## src/rtl/common.sv

```systemverilog
// Shared types for the buffer port arbiter: pixel format, clear colour, arbiter states.
package common;
  localparam int COORD_W = 10;

  typedef logic [23:0] pixel_t;

  localparam pixel_t CLEAR_PIXEL_DEFAULT = 24'h000000;

  typedef enum logic {
    ST_CLEAR = 1'b0,
    ST_RUN   = 1'b1
  } arb_state_t;
endpackage

```

## src/rtl/clear_scanner.sv

```systemverilog
// Raster x/y counter that walks the back buffer during a clear and flags the last pixel.
module clear_scanner
  import common::*;
#(
  parameter int H_RES = 640,
  parameter int V_RES = 480
) (
  input  logic               i_clock,
  input  logic               i_reset,
  input  logic               i_restart,
  input  logic               i_en,
  output logic [COORD_W-1:0] o_x,
  output logic [COORD_W-1:0] o_y,
  output logic               o_last
);
  logic [COORD_W-1:0] r_x, r_y;
  logic               w_x_end, w_y_end;

  assign w_x_end = (r_x == COORD_W'(H_RES - 1));
  assign w_y_end = (r_y == COORD_W'(V_RES - 1));

  always_ff @(posedge i_clock or posedge i_reset) begin
    if (i_reset) begin
      r_x <= '0;
      r_y <= '0;
    end else if (i_restart) begin
      r_x <= '0;
      r_y <= '0;
    end else if (i_en) begin
      if (w_x_end) begin
        r_x <= '0;
        r_y <= w_y_end ? '0 : r_y + COORD_W'(1);
      end else begin
        r_x <= r_x + COORD_W'(1);
      end
    end
  end

  assign o_x    = r_x;
  assign o_y    = r_y;
  assign o_last = w_x_end && w_y_end;
endmodule

```

## src/rtl/buffer_port_arbiter.sv

```systemverilog
// Back-buffer port-B arbiter: clear engine, depth-comparator and host read sharing.
// Define BUFFER_CLEAR_EN to build the clear engine; otherwise CLEAR is a one-cycle pass-through.
module buffer_port_arbiter
  import common::*;
#(
  parameter int     H_RES        = 640,
  parameter int     V_RES        = 480,
  parameter int     STARVE_LIMIT = 16,
  parameter pixel_t CLEAR_PIXEL  = CLEAR_PIXEL_DEFAULT
) (
  input  logic               i_clock,
  input  logic               i_reset,
  input  logic               i_switch_buffer,
  output logic               o_clear_done,
  input  logic               i_dc_req,
  input  logic               i_dc_we,
  input  logic [COORD_W-1:0] i_dc_x,
  input  logic [COORD_W-1:0] i_dc_y,
  input  pixel_t             i_dc_wdata,
  output logic               o_dc_grant,
  output pixel_t             o_dc_rdata,
  input  logic               i_host_req,
  input  logic [COORD_W-1:0] i_host_x,
  input  logic [COORD_W-1:0] i_host_y,
  output logic               o_host_ack,
  output pixel_t             o_host_rdata,
  output logic [COORD_W-1:0] o_address_b_x,
  output logic [COORD_W-1:0] o_address_b_y,
  output pixel_t             o_write_data_b,
  output logic               o_write_enable_b,
  input  pixel_t             i_data_b
);
`ifdef BUFFER_CLEAR_EN
  localparam bit CLEAR_EN = 1'b1;
`else
  localparam bit CLEAR_EN = 1'b0;
`endif
  localparam int SW = $clog2(STARVE_LIMIT + 1);

  arb_state_t         r_state, w_next;
  logic [SW-1:0]      r_starve;
  logic               r_host_ack, r_dc_rd;
  logic [COORD_W-1:0] w_scan_x, w_scan_y;
  logic               w_scan_last, w_scan_en;
  logic               w_run, w_force, w_dc_grant, w_host_grant;

  assign w_scan_en = CLEAR_EN && (r_state == ST_CLEAR);

  clear_scanner #(.H_RES(H_RES), .V_RES(V_RES)) u_scan (
    .i_clock  (i_clock),
    .i_reset  (i_reset),
    .i_restart(i_switch_buffer),
    .i_en     (w_scan_en),
    .o_x      (w_scan_x),
    .o_y      (w_scan_y),
    .o_last   (w_scan_last)
  );

  // A buffer swap wins over any request arriving in the same cycle.
  assign w_run        = (r_state == ST_RUN) && !i_switch_buffer;
  assign w_force      = i_host_req && (r_starve == SW'(STARVE_LIMIT));
  assign w_dc_grant   = w_run && i_dc_req && !w_force;
  assign w_host_grant = w_run && i_host_req && (!i_dc_req || w_force);

  always_comb begin
    w_next = r_state;
    if (i_switch_buffer)
      w_next = ST_CLEAR;
    else if ((r_state == ST_CLEAR) && (!CLEAR_EN || w_scan_last))
      w_next = ST_RUN;
  end

  always_ff @(posedge i_clock or posedge i_reset) begin
    if (i_reset) r_state <= ST_CLEAR;
    else         r_state <= w_next;
  end

  // Starvation counter tracks consecutive denied host cycles, saturating at the limit.
  always_ff @(posedge i_clock or posedge i_reset) begin
    if (i_reset) begin
      r_starve   <= '0;
      r_host_ack <= 1'b0;
      r_dc_rd    <= 1'b0;
    end else begin
      if (w_host_grant || !i_host_req)
        r_starve <= '0;
      else if (r_starve != SW'(STARVE_LIMIT))
        r_starve <= r_starve + SW'(1);
      r_host_ack <= w_host_grant;
      r_dc_rd    <= w_dc_grant && !i_dc_we;
    end
  end

  // Port B is forced idle while reset is asserted so nothing is written mid-reset.
  always_comb begin
    o_address_b_x    = '0;
    o_address_b_y    = '0;
    o_write_data_b   = '0;
    o_write_enable_b = 1'b0;
    if (!i_reset) begin
      if (r_state == ST_CLEAR) begin
        o_address_b_x    = w_scan_x;
        o_address_b_y    = w_scan_y;
        o_write_data_b   = CLEAR_PIXEL;
        o_write_enable_b = CLEAR_EN;
      end else if (w_dc_grant) begin
        o_address_b_x    = i_dc_x;
        o_address_b_y    = i_dc_y;
        o_write_data_b   = i_dc_wdata;
        o_write_enable_b = i_dc_we;
      end else if (w_host_grant) begin
        o_address_b_x    = i_host_x;
        o_address_b_y    = i_host_y;
      end
    end
  end

  assign o_clear_done = (r_state == ST_RUN);
  assign o_dc_grant   = w_dc_grant;
  assign o_host_ack   = r_host_ack;
  assign o_host_rdata = r_host_ack ? i_data_b : '0;
  assign o_dc_rdata   = r_dc_rd    ? i_data_b : '0;
endmodule

```

## config.mk

```make
export PLATFORM = sky130hd
export DESIGN_NAME = buffer_port_arbiter
export DESIGN_NICKNAME = d
export VERILOG_FILES = /design/src/rtl/common.sv /design/src/rtl/clear_scanner.sv /design/src/rtl/buffer_port_arbiter.sv
export SDC_FILE = /design/constraint.sdc
export NUM_CORES = 1
export LEC_CHECK = 0
export CORE_MARGIN = 2
export CORE_UTILIZATION = 24
export CTS_BUF_LIST = sky130_fd_sc_hd__clkbuf_16
export DETAILED_ROUTE_END_ITERATION = 8
export GPL_ROUTABILITY_DRIVEN = 0
export PLACE_DENSITY = 0.81
export SYNTH_ARGS = -nofsm -noshare
export SYNTH_HDL_FRONTEND = slang
export SYNTH_SLANG_ARGS = --single-unit
export TNS_END_PERCENT = 1
```

## constraint.sdc

```tcl
create_clock -name i_clock -period 2.4 [get_ports i_clock]
set_clock_uncertainty 0.1 [all_clocks]
set_input_delay 0.72 -clock i_clock [delete_from_list [all_inputs] [get_ports i_clock]]
set_output_delay 0.72 -clock i_clock [all_outputs]
set_load 0.05 [all_outputs]
```

==> results.tsv <==
metric	value	unit
outcome	finished with violations	
failing checks	setup timing	
CP required	1580	ps
FF/Latch Area	200	µm²
Final #Nets	531	
synthesized cell area	1490	µm²
most common cell after layout, fill and taps aside	buf_12	
min-delay src	r_starve[2]	
final antenna-violating net count	0	
fmax	363	MHz
worst IR drop on VDD	0.000202	V
Hold Crit Class	reg2reg	
reg2reg end	o_host_ack	
Fin. Hold Viols	0	
Critical Path Start	r_starve[0]	
count of different cell masters after synthesis	24	
DRT Pass-1 Iters	4	
CP arrival	1930	ps
commonest cells after routing, fill and taps aside	96 x buf_12, 89 x clkdlybuf4s50_1, 42 x a21oi_1, 40 x nand2_1, 38 x and2_1	
crit end category	primary output	
Global Route Usage Sum	25.3	%
R2R depth	6	
total number of vias	2458	
slew of the pin with the lowest slew margin	579	ps
unrepaired setup endpoints after global routing	yes	
Worst-path clk slew	40	ps
DR DRC count	0	
Warnings, synthesis	0	
Worst setup SP type	register	
Slew HR	61.4	%
H-tree Lvls	1	
routed len/inst	17.8	µm
Setup-failing EPs final	46	
Longest Clk Path Bufs	2	
Final Instance Count excl. Fillers	508	
crit path capture	o_write_data_b[20]	
Leak	0.00203	µW
r2r setup slk	670	ps
Skew-Pair Late Insertion Delay	230	ps
crit share post-route	115	%
cell count after placement	499	
count of input and output buffers	189	
CTS tree	done	
Fill cells	357	
cells after synthesis	236	
top_reg_cell synth	dfrtp_1	
Initial Utilization	25.1	%
power density over the cells	209	nW/µm²
first-pass GRT wire length	14000	µm
Die Y	82.9	µm
diodes inserted	0	
Die X	82.9	µm
proportion of layout cells with a drive suffix above 1	44.3	%
critical path class	reg2out	
Post-synth EDFFs	0	
# IOs	190	
DR iter-0 viols	58	
Crit Path Max Fanout	6	
Final Critical Period	2750	ps
Final Max Slew Viols	0	
floorplan core area	5960	µm²
hpwl dp	7490	µm
R2R Path Start	r_starve[2]	
Die Area	6870	µm²
ys async rst share	100	%
number of global-route vias before repair	2568	
setup_tns	-13820	ps
multi-input combinational cell area	1310	µm²
Fin Hold WS	554	ps
sequential area share after synthesis	13.4	%
clk root buf	clkbuf_16	
Rows	28	
global route total overflow	0	
CTS Sinks	8	
area grow syn2layout	222	%
largest net degree at the start of global routing	35	
DR vias/cell	4.84	
Routed WL	9040	µm
initial antenna violation count	0	
setup slack after layout	-352	ps
Max Cap Viol	0	
Core Util, Final	80.8	%
post-synthesis register bit count	8	
CTS Buf Count	3	
Synthesized Nets	332	
synthesized area per cell	6.32	µm²
cells by family (layout without fill, tap and decap cells):
group | Yosys count | count (layout) | synth area share [%]
buffers and inverters | 29 | 226 | 8.30
adder cells (fa/ha/maj) | 2 | 2 | 1.68
AND/OR/NAND/NOR | 125 | 125 | 45.9
AO/OA/AOI/OAI | 69 | 69 | 28.9
flip-flops | 8 | 8 | 13.4
XOR/XNOR | 3 | 3 | 1.76
synth_stat cells (2+ instances only):
master    number  share of area (%)
xor2_1         2                1.2
and2_1        73                 31
inv_1          6                1.5
a21oi_1       42                 14
nand3_1        4                1.3
dfrtp_1        8                 13
o21a_1        20                 10
nand2_1       40                 10
a211oi_1       2                1.0
ha_1           2                1.7
buf_6          2                1.5
nor2_1         2               0.50
clkbuf_1      21                5.3
o211ai_1       2                1.0
layout make-up:
class	instances	share of cell area, %
Timing Repair Buffer	217	64.6
Multi-Input combinational cell	199	27.2
Sequential cell	8	4.16
Tap cell	75	1.95
Clock buffer	3	1.56
Inverter	6	0.468
how the worst min path moves through the flow:
stage	depth (start not counted)	to	slack, ps
after global routing	2	r_starve[2]	580
after floorplan	1	o_clear_done	440
after global placement	2	r_starve[2]	480
final	2	r_starve[2]	550
after detailed placement	2	r_starve[2]	500
after CTS	2	r_starve[2]	510
routing by layer:
layer,vias up,routed length [µm],track usage (%)
li1,1168,-,-
met1,1128,3170,25.9
met2,148,4980,50.4
met3,14,677,5.86
met4,0,214,6.71
met5,-,0,0
worst max-delay path, stage by stage, from the launching register on:
cell and delay (ps):
dfrtp_1 360, inv_2 70, ha_4 160, and4bb_4 200
a2111oi_4 290, buf_6 190, clkbuf_16 150, and2_4 150
buf_12 130
state kept, by name, indices dropped and copies added, names as in the netlist:
register      count
o_host_ack        1
r_starve          5
r_dc_rd           1
o_clear_done      1
what timing repair did:
item                       in CTS  in global routing
gates resized for setup        20                 16
buffers inserted                3                  1
hold buffers                    0                  0
pin swaps                       6                  1
cloned                          2                  1
setup endpoints to repair      47                 56
per-stage QoR:
stage | setup slack (ps) | instance area [µm²] | power [µW]
2_1_floorplan | -222 | 1590 | 367
6_report | -352 | 4810 | 1010
5_1_grt | -382 | 4810 | 1040
3_3_place_gp | -558 | 4590 | 691
4_1_cts | -423 | 4760 | 1000
3_5_place_dp | -595 | 4590 | 708
power by group:
| part | switching [µW] | internal, µW | total (µW) |
|---|---|---|---|
| Combinational | 259 | 323 | 583 |
| Sequential | 7.01 | 141 | 148 |
| Clock | 60.4 | 214 | 275 |
(Power assumes the default switching activity.)
==> RTL change: new RTL, same settings <==
Build with the macro `BUFFER_CLEAR_EN` defined.
--- a/src/rtl/buffer_port_arbiter.sv
+++ b/src/rtl/buffer_port_arbiter.sv
@@ -1,5 +1,7 @@
 // Back-buffer port-B arbiter: clear engine, depth-comparator and host read sharing.
 // Define BUFFER_CLEAR_EN to build the clear engine; otherwise CLEAR is a one-cycle pass-through.
+`define BUFFER_CLEAR_EN
+
 module buffer_port_arbiter
   import common::*;
 #(
Check against the original RTL: not equivalent (Yosys sat finds a counterexample within 4 cycles, from zero or initial values and one cycle with i_reset high).
==> RTL change against the unedited design <==
The flow still finishes with violations (negative setup slack); worst setup slack lost 0.24 ns; final area grew 37%; non-clock buffer count increased by 8; sequential cell count rose by 20; power up 32%; synthesized area increased by 67%; wire length is 25% higher; global-route usage is 5.8 points lower; fmax fell by 8.1%; highest routed layer unchanged.
==> RTL change: results (changes against the unedited design) <==
slack of the critical path -> -0.594 ns (was -0.352 ns)
Clk network pwr share -> 29.5% (was 27.3%)
dominant cells by area after synthesis -> dfrtp_1, and2_1, a311oi_1, nand3_1, nand2_1 (was and2_1, a21oi_1, dfrtp_1, nand2_1, o21a_1)
WL met1 -> 3990 um (was 3170 um)
crit path max-delay cell type -> a311oi_4 (was dfrtp_1)
share of layout cells above drive strength 1 -> 43.4% (was 44.3%)
critical path fanouts, max -> 5 (was 6)
drt via density -> 5.05 (was 4.84)
synth cell count leaders -> and2_1, nand2_1, nor2_1 (was and2_1, a21oi_1, nand2_1)
met1 GRT Util -> 20.9% (was 25.9%)
met3 wire len -> 738 um (was 677 um)
Nets -> 636 (was 531)
overall power -> 1330 uW (was 1010 uW)
Post-Route WL -> 11300 um (was 9040 um)
failing checks -> negative setup slack (unchanged)
Syn Inst Count -> 333 (was 236)
worst slew pin tran -> 0.582 ns (was 0.579 ns)
setup bufs post-CTS -> 2 (was 3)
Vias -> 3396 (was 2458)
Setup Viol. Count Final -> 46 (unchanged)
TNS Setup -> -22.92 ns (was -13.82 ns)
Cells after DPL -> 664 (was 499)
Worst Setup SP -> i_host_req (was r_starve[0])
DP Worst Slack -> -0.921 ns (was -0.595 ns)
Syn Nets -> 431 (was 332)
post-synthesis sequential area ratio -> 28.2% (was 13.4%)
Met2 Routed Length -> 6230 um (was 4980 um)
Fillers -> 684 (was 357)
Peak VDD IR -> 236 uV (was 202 uV)
Tot GR Track Use -> 19.4% (was 25.3%)
HPWL after DPL -> 8730 um (was 7490 um)
NetSw -> 374 uW (was 327 uW)
insertion delay to the later sink of the worst-skew pair -> 0.27 ns (was 0.23 ns)
launch point of the worst reg-to-reg path -> u_scan.o_y[0] (was r_starve[2])
post-cts sizing count -> 42 (was 20)
largest net degree at the start of global routing -> 50 (was 35)
first-pass GRT wire length -> 17700 um (was 14000 um)
status -> complete, but fails checks (unchanged)
grt met3 use -> 2.91% (was 5.86%)
DP Area -> 0.00629 mm^2 (was 0.00459 mm^2)
leakage -> 0.00243 uW (was 0.00203 uW)
clock-pin slew on the worst setup and hold paths -> 0.07 ns (was 0.04 ns)
post-synth cell types -> 44 (was 24)
1st-iter DRT viols -> 268 (was 58)
met2 Usage GRT -> 38.8% (was 50.4%)
==> RTL change: final timing paths <==
path                                    end  slack, ns
max reg2reg                   u_scan.o_y[6]       0.40
max                        o_address_b_y[0]      -0.59
min in group asynchronous     u_scan.o_x[0]       0.53
max in group asynchronous      o_clear_done       1.39
min                           u_scan.o_y[1]       0.45
min reg2reg                   u_scan.o_y[1]       0.45
==> RTL change: kinds of logic after synthesis <==
family / after synthesis / share of synthesized area (%)
adder cells (fa/ha/maj): 4 / 2.01
flip-flops: 28 / 28.2
AND/OR/NAND/NOR: 209 / 45.1
XOR/XNOR: 11 / 3.87
buffers and inverters: 31 / 5.93
AO/OA/AOI/OAI: 50 / 14.9
==> RTL change: final cells by class <==
class | count | area (um^2) | share of cell area [%]
multi-input combinational | 274 | 2370 | 36.0
clock inverter | 1 | 3.75 | 0.0570
inverter | 6 | 26.3 | 0.399
timing repair buffer | 225 | 3240 | 49.2
tap | 136 | 170 | 2.59
sequential | 28 | 702 | 10.7
clock buffer | 3 | 75.1 | 1.14
